[src/rtl/button_conditioner_pkg.sv]
// ---------------------------------------------------------------------------
// btn_pkg
// Shared definitions for the button_conditioner block and its per-line
// channel: the line state encoding, default parameter values and small
// constant helpers used to size counters.
// Optional feature macro: BTN_AUTOREPEAT_EN (HOLD/REPEAT states are only
// reachable when it is defined).
// ---------------------------------------------------------------------------
package btn_pkg;

  typedef enum logic [1:0] {
    RELEASED = 2'd0,
    PRESSED  = 2'd1,
    HOLD     = 2'd2,
    REPEAT   = 2'd3
  } btn_state_t;

  localparam int DEF_TICK_DIV  = 5000;
  localparam int DEF_HIST      = 8;
  localparam int DEF_REP_DELAY = 250;
  localparam int DEF_REP_RATE  = 60;

  // Number of bits needed to hold the values 0..value-1 (at least 1).
  function automatic int clog2(input int value);
    int result;
    result = 1;
    for (int i = 1; i < 32; i++) begin
      if ((1 << i) < value) result = i + 1;
    end
    return result;
  endfunction

  function automatic int max2(input int a, input int b);
    return (a > b) ? a : b;
  endfunction

endpackage

[src/rtl/button_conditioner_if.sv]
// ---------------------------------------------------------------------------
// button_conditioner_if
// Bundles the board-facing raw inputs and the conditioned outputs of the
// button_conditioner.
//   btn_raw     raw active-high board lines
//   btn_level   debounced level per line
//   btn_press   one-cycle press pulse per line (also auto-repeat pulses)
//   btn_release one-cycle release pulse per line
//   tick        shared debounce sample strobe
// Modports: master = the side that drives btn_raw and consumes the results,
//           slave  = the conditioner itself.
// ---------------------------------------------------------------------------
interface button_conditioner_if #(
  parameter int N_BTN = 8
);
  logic [N_BTN-1:0] btn_raw;
  logic [N_BTN-1:0] btn_level;
  logic [N_BTN-1:0] btn_press;
  logic [N_BTN-1:0] btn_release;
  logic             tick;

  modport master (
    output btn_raw,
    input  btn_level,
    input  btn_press,
    input  btn_release,
    input  tick
  );

  modport slave (
    input  btn_raw,
    output btn_level,
    output btn_press,
    output btn_release,
    output tick
  );
endinterface

[src/rtl/button_conditioner_channel.sv]
// ---------------------------------------------------------------------------
// btn_channel
// One conditioned input line: 2-FF synchroniser, sample history shifted on
// each tick, RELEASED/PRESSED state machine and (with BTN_AUTOREPEAT_EN)
// the HOLD/REPEAT auto-repeat counter.
// Ports:
//   clk, rst     system clock, asynchronous active-high reset
//   tick         shared sample strobe from the top-level prescaler
//   btn_raw      raw asynchronous line
//   btn_level    registered debounced level
//   btn_press    registered one-cycle press / repeat pulse
//   btn_release  registered one-cycle release pulse
// Optional feature macro: BTN_AUTOREPEAT_EN.
// ---------------------------------------------------------------------------
module btn_channel
  import btn_pkg::*;
#(
  parameter int HIST      = DEF_HIST,
  parameter int REP_DELAY = DEF_REP_DELAY,
  parameter int REP_RATE  = DEF_REP_RATE
) (
  input  logic clk,
  input  logic rst,
  input  logic tick,
  input  logic btn_raw,
  output logic btn_level,
  output logic btn_press,
  output logic btn_release
);

  logic sync_meta;
  logic btn_s;

  // Only the HIST-1 most recent samples are kept; together with the
  // current synchronised value they form the full HIST-sample window.
  logic [HIST-2:0] hist;
  logic [HIST-1:0] nxt;
  logic            all_ones;
  logic            all_zeros;

  btn_state_t state, state_n;
  logic       level_n, press_n, release_n;

  assign nxt       = {hist, btn_s};
  assign all_ones  = &nxt;
  assign all_zeros = ~|nxt;

`ifdef BTN_AUTOREPEAT_EN
  localparam int REP_W = clog2(max2(REP_DELAY, REP_RATE) + 1);

  logic [REP_W-1:0] rep_cnt, rep_cnt_n, rep_cnt_inc;

  assign rep_cnt_inc = rep_cnt + 1'b1;
`endif

  // Next-state logic. A full window of equal samples on a tick is the only
  // thing that moves the line between released and pressed; release is
  // checked before any repeat so both can never pulse together.
  always_comb begin
    state_n   = state;
    level_n   = btn_level;
    press_n   = 1'b0;
    release_n = 1'b0;
`ifdef BTN_AUTOREPEAT_EN
    rep_cnt_n = rep_cnt;
`endif
    case (state)
      RELEASED: begin
        if (tick && all_ones) begin
          state_n = PRESSED;
          level_n = 1'b1;
          press_n = 1'b1;
        end
      end
      default: begin
        if (tick && all_zeros) begin
          state_n   = RELEASED;
          level_n   = 1'b0;
          release_n = 1'b1;
`ifdef BTN_AUTOREPEAT_EN
          rep_cnt_n = '0;
`endif
        end
`ifdef BTN_AUTOREPEAT_EN
        else begin
          case (state)
            PRESSED: begin
              // The cycle after acceptance is never a tick, so moving to
              // HOLD here loses no tick from the delay count.
              state_n   = HOLD;
              rep_cnt_n = '0;
            end
            HOLD: begin
              if (tick) begin
                if (rep_cnt_inc == REP_W'(REP_DELAY)) begin
                  state_n   = REPEAT;
                  press_n   = 1'b1;
                  rep_cnt_n = '0;
                end else begin
                  rep_cnt_n = rep_cnt_inc;
                end
              end
            end
            REPEAT: begin
              if (tick) begin
                if (rep_cnt_inc == REP_W'(REP_RATE)) begin
                  press_n   = 1'b1;
                  rep_cnt_n = '0;
                end else begin
                  rep_cnt_n = rep_cnt_inc;
                end
              end
            end
            default: begin
              state_n = state;
            end
          endcase
        end
`endif
      end
    endcase
  end

  // Synchroniser, sample history, state and registered outputs. Reset
  // clears everything silently, so a reset while pressed gives no release.
  always_ff @(posedge clk or posedge rst) begin
    if (rst) begin
      sync_meta   <= 1'b0;
      btn_s       <= 1'b0;
      hist        <= '0;
      state       <= RELEASED;
      btn_level   <= 1'b0;
      btn_press   <= 1'b0;
      btn_release <= 1'b0;
`ifdef BTN_AUTOREPEAT_EN
      rep_cnt     <= '0;
`endif
    end else begin
      sync_meta   <= btn_raw;
      btn_s       <= sync_meta;
      if (tick) hist <= nxt[HIST-2:0];
      state       <= state_n;
      btn_level   <= level_n;
      btn_press   <= press_n;
      btn_release <= release_n;
`ifdef BTN_AUTOREPEAT_EN
      rep_cnt     <= rep_cnt_n;
`endif
    end
  end

endmodule

[src/rtl/button_conditioner.sv]
// ---------------------------------------------------------------------------
// button_conditioner
// Front-end input stage: synchronises and debounces N_BTN raw board lines
// on a shared sample strobe, producing a clean level plus one-cycle press
// and release pulses per line.
// Ports:
//   clk  system clock
//   rst  asynchronous active-high reset
//   bus  button_conditioner_if.slave (btn_raw in; btn_level, btn_press,
//        btn_release, tick out)
// Optional feature macro: BTN_AUTOREPEAT_EN enables hold-to-repeat, with
// the first repeat after REP_DELAY ticks and then one every REP_RATE ticks.
// ---------------------------------------------------------------------------
module button_conditioner
  import btn_pkg::*;
#(
  parameter int N_BTN     = 8,
  parameter int TICK_DIV  = DEF_TICK_DIV,
  parameter int HIST      = DEF_HIST,
  parameter int REP_DELAY = DEF_REP_DELAY,
  parameter int REP_RATE  = DEF_REP_RATE
) (
  input  logic                 clk,
  input  logic                 rst,
  button_conditioner_if.slave  bus
);

  localparam int CNT_W = clog2(TICK_DIV);
  localparam logic [CNT_W-1:0] CNT_LAST = CNT_W'(TICK_DIV - 1);

  logic [CNT_W-1:0] cnt;
  logic             tick;
  logic [N_BTN-1:0] level_w, press_w, release_w;

  // The strobe is a plain compare on the prescaler, so it is high during
  // the last clock of every TICK_DIV-clock period.
  assign tick = (cnt == CNT_LAST);

  // Prescaler shared by all lines.
  always_ff @(posedge clk or posedge rst) begin
    if (rst) begin
      cnt <= '0;
    end else if (tick) begin
      cnt <= '0;
    end else begin
      cnt <= cnt + 1'b1;
    end
  end

  for (genvar g = 0; g < N_BTN; g++) begin : g_ch
    btn_channel #(
      .HIST      (HIST),
      .REP_DELAY (REP_DELAY),
      .REP_RATE  (REP_RATE)
    ) u_channel (
      .clk         (clk),
      .rst         (rst),
      .tick        (tick),
      .btn_raw     (bus.btn_raw[g]),
      .btn_level   (level_w[g]),
      .btn_press   (press_w[g]),
      .btn_release (release_w[g])
    );
  end

  assign bus.tick        = tick;
  assign bus.btn_level   = level_w;
  assign bus.btn_press   = press_w;
  assign bus.btn_release = release_w;

endmodule

[src/flat_wrapper.sv]
// flat-port wrapper written by rule: the top's interface ports become plain ports
module button_conditioner_flat import btn_pkg::*;
#(
  parameter int N_BTN     = 8,
  parameter int TICK_DIV  = DEF_TICK_DIV,
  parameter int HIST      = DEF_HIST,
  parameter int REP_DELAY = DEF_REP_DELAY,
  parameter int REP_RATE  = DEF_REP_RATE
)
  (clk, rst, bus_btn_raw, bus_btn_level, bus_btn_press, bus_btn_release, bus_tick);
  button_conditioner_if #(.N_BTN(N_BTN)) bus_i ();
  input  logic clk;
  input  logic rst;
  input wire logic [$bits(bus_i.btn_raw)-1:0] bus_btn_raw;
  output wire logic [$bits(bus_i.btn_level)-1:0] bus_btn_level;
  output wire logic [$bits(bus_i.btn_press)-1:0] bus_btn_press;
  output wire logic [$bits(bus_i.btn_release)-1:0] bus_btn_release;
  output wire logic [$bits(bus_i.tick)-1:0] bus_tick;
  assign bus_i.btn_raw = bus_btn_raw;
  assign bus_btn_level = bus_i.btn_level;
  assign bus_btn_press = bus_i.btn_press;
  assign bus_btn_release = bus_i.btn_release;
  assign bus_tick = bus_i.tick;
  button_conditioner #(.N_BTN(N_BTN), .TICK_DIV(TICK_DIV), .HIST(HIST), .REP_DELAY(REP_DELAY), .REP_RATE(REP_RATE)) u_core (.clk(clk), .rst(rst), .bus(bus_i));
endmodule
[config.mk]
export PLATFORM = sky130hd
export DESIGN_NAME = button_conditioner_flat
export DESIGN_NICKNAME = d
export VERILOG_FILES = /design/src/rtl/button_conditioner_pkg.sv /design/src/rtl/button_conditioner_if.sv /design/src/rtl/button_conditioner_channel.sv /design/src/rtl/button_conditioner.sv /design/src/flat_wrapper.sv
export SDC_FILE = /design/constraint.sdc
export NUM_CORES = 1
export LEC_CHECK = 0
export ABC_AREA = 1
export BUFFER_PORTS_ARGS = -buffer_cell sky130_fd_sc_hd__buf_2
export CAP_MARGIN = 10
export CORE_MARGIN = 1
export CORE_UTILIZATION = 40
export CTS_CLUSTER_DIAMETER = 50
export DETAILED_ROUTE_END_ITERATION = 7
export PLACE_DENSITY_LB_ADDON = 0.12
export SLEW_MARGIN = 20
export SYNTH_ARGS = -nofsm -noshare
export SYNTH_HDL_FRONTEND = slang
export SYNTH_SLANG_ARGS = --single-unit
[constraint.sdc]
create_clock -name clk -period 5.1 [get_ports clk]
set_input_delay 1.02 -clock clk [delete_from_list [all_inputs] [get_ports clk]]
set_output_delay 1.02 -clock clk [all_outputs]
set_load 0.05 [all_outputs]
==> flow_metrics.tcl <==
set metrics [dict create \
    slew_headroom_pct 32.0 \
    path_clk_slew_ns 0.05 \
    setup_violations 0 \
    p_per_area_nw_per_um2 321 \
    antenna_cells 0 \
    ys_types 26 \
    wl_met1_um 5750 \
    outcome "complete, but fails checks" \
    yosysSeqAreaShare_pct 52.6 \
    worst-path-buf-inv 3 \
    endpoint_kind "output port" \
    fp.coreArea_um2 14700 \
    ir_drop_v 0.000237 \
    rows 44 \
    synthXorXnorAreaFrac_pct 2.16 \
    cap_violations 0 \
    violations "DRC" \
    synth_area_leaders "dfrtp_1, nand2_1, inv_1" \
    path_max_fanout 41 \
    syn_inst 724 \
    cts_buffers 17 \
    finClkSkew_ns 0.0136 \
    max_stage_delay_ns 0.41 \
    routed_wl_um 12000 \
    port_buffers 34 \
    synth.ff_latch_count 128 \
    dieArea_um2 15700 \
    grt_pass1_vias 4484 \
    clock.fmax_mhz 299 \
    clk_latency_ns 0.42 \
    arrival_ns 2.32 \
    wl_met3_um 470 \
    min_path_type "flip-flop to flip-flop" \
    num-fill-cells 1436 \
    power_mw 2.17 \
    synth_fp_nets 735 \
    drc 5 \
    antenna_left 0 \
    cts_tree "yes" \
    cts_root_buffer "clkbuf_16" \
    clk_path_buf_depth 2 \
    grt_pass1_wl_um 21200 \
    path_class "flip-flop to output port" \
    synth_fa_ha_area_share_pct 0.206 \
    antenna_found_initial 0 \
    drive_above_1_share_pct 14.6 \
    synth.avg_cell_area_um2 8.40 \
    initial_core_util_pct 41.4 \
    tightestPinTransition_ns 1.02 \
    syn_to_final_growth_pct 11.0 \
    crit_path_cell_trace "ha_1 -> nand2_2 -> inv_2 -> nand2_1 -> nor2_1 -> nand2_1 -> nor2_4 -> buf_4 -> buf_2" \
    io_pins 35 \
    synth.cell_area_um2 6080 \
    crit_family "buffers and inverters" \
    htree_levels 4 \
    wl_met2_um 5500 \
    grt_remaining_overflow 0 \
    leakage_nw 3.25 \
    postCtsSetupBuffers 0 \
    muxShareOfSynthArea_pct 0 \
    startpoint_type "flip-flop" \
    highest_layer "met4" \
    drt_iter0_drc 255 \
    place_congestion 0.866 \
    rsz0062_at_grt "no" \
    nets 753 \
    drt_pass1_iterations 7 \
    dp_hpwl_um 8170 \
    fp.dieH_um 125 \
    yosys.area_share.simple_pct 26.9 \
    synth_top_area_share_pct 52.6 \
    vias 4512 \
    post_cts_resized 0 \
    fin_crit_sh_pct 65.5 \
    yosys_warnings 0 \
    grtUsageTotal_pct 17.1 \
    path_common_cell "nand2_1" \
    synth_top_family_by_area "simple AND/OR/NAND/NOR gates" \
    min_period_ns 3.34 \
    synth_compound_area_share_pct 5.92 \
    cts.sinks 128 \
    critPathSlowestCell "buf_4" \
    postCtsHoldBufs 0 \
    final.setup.tns_ns 0 \
    die_w_um 125 \
    wl_per_cell_um 12.8 \
    drv_slew 0 \
    via_per_inst 4.82 \
    cp.required_ns 4.08 \
    yosys.area.top_type "dfrtp_1" \
    finalHoldViolCount 0 \
    grt_max_degree 95 \
]
[final cells by class]
cell class	instances	area, µm²	share of cell area, %
inverters	117	442	6.54
well taps	184	230	3.41
clock inverters	6	58.8	0.870
repair buffers	37	193	2.85
clock buffers	24	482	7.13
flip-flops and latches	128	3200	47.4
multi-input cells	441	2150	31.8
[synthesized netlist by cell type]
library cell  number
buf_2              1
xor2_1            14
nor3_2             4
dfrtp_1          128
nor4_1            12
nand3_2            5
nand3_1           34
and2_1             1
inv_2              8
ha_1               1
buf_6              8
buf_4             26
nor2_4             1
o21ai_0           28
nand4_1           24
nand2_2            2
xnor2_1            1
inv_1            109
and3_1             3
o21ai_1            9
nor3_1            25
nor2_1            77
nand2_1          175
clkbuf_1           3
o21ai_2           20
nor2_2             5
[layer usage]
metal,up-vias,global-route usage [%]
met5,-,0
met3,24,4.88
met4,0,6.81
li1,2286,-
met1,2098,22.5
met2,104,26.6
[worst reg2reg max path, cell delays in order, from the launching register on]
cell     delay, ns
dfrtp_1       0.37
ha_1          0.22
inv_1         0.05
nor2_1        0.10
nand2_1       0.08
nor2_1        0.22
nand2_4       0.54
o21ai_0       0.46
[state kept, by name, indices dropped and copies added (netlist names)]
| register | cells |
|---|---|
| u_core.g_ch.u_channel.btn_level | 5 |
| u_core.g_ch.u_channel.btn_press | 8 |
| u_core.cnt | 32 |
| u_core.g_ch.u_channel.hist | 56 |
| u_core.g_ch.u_channel.btn_s | 8 |
| u_core.g_ch.u_channel.sync_meta | 8 |
| u_core.g_ch.u_channel.state | 3 |
| u_core.g_ch.u_channel.btn_release | 8 |
[stage by stage]
step / instance area, µm² / cells / util [%] / hold WS [ns] / setup slack (ns)
2_1_floorplan: 6080 / 724 / - / 0.331 / 0.667
3_3_place_gp: 6220 / 907 / 42.3 / 0.333 / 2.24
3_5_place_dp: 6220 / 907 / 42.3 / 0.335 / 2.19
6_report: 6760 / 937 / 46.0 / 0.344 / 1.76
5_1_grt: 6760 / 937 / 46.0 / 0.350 / 1.59
4_1_cts: 6760 / 937 / 46.0 / 0.348 / 1.72
[logic make-up (layout without fill, tap and decap cells)]
family,count (synthesis),after routing
adder cells (fa/ha/maj),1,1
buffers and inverters,155,184
AND/OR/NAND/NOR,368,368
flip-flops,128,128
AO/OA/AOI/OAI,57,57
XOR/XNOR,15,15
[path summary, 6_finish.rpt]
path	startpoint	to	slack, ns	depth (start not counted)
worst max-delay path	u_core.cnt[0]	bus_tick	1.76	9
worst min-delay path	u_core.g_ch[2].u_channel.sync_meta	u_core.g_ch[2].u_channel.btn_s	0.34	0
worst max register to register	u_core.cnt[0]	u_core.g_ch[5].u_channel.hist[2]	2.95	7
worst min register to register	u_core.g_ch[2].u_channel.sync_meta	u_core.g_ch[2].u_channel.btn_s	0.34	0
max in group asynchronous	rst	u_core.g_ch[4].u_channel.btn_level	3.38	3
min in group asynchronous	rst	u_core.g_ch[1].u_channel.sync_meta	0.75	2
[placed cells by master (no fill, tap or decap), types with 14 or more instances in the layout]
| cell type | count |
|---|---|
| nor2_1 | 77 |
| nand3_1 | 34 |
| nand4_1 | 24 |
| inv_1 | 108 |
| dfrtp_1 | 128 |
| o21ai_0 | 28 |
| nor3_1 | 25 |
| nand2_1 | 174 |
| o21ai_2 | 20 |
| clkbuf_16 | 17 |
| xor2_1 | 14 |
| buf_2 | 34 |
[where the power goes]
part	total (mW)	switching (mW)	internal [mW]
Sequential	1.03	0.00337	1.02
Clock	1.11	0.413	0.700
Combinational	0.0296	0.0243	0.00530
Total	2.17	0.441	1.73
(Power assumes the default switching activity.)
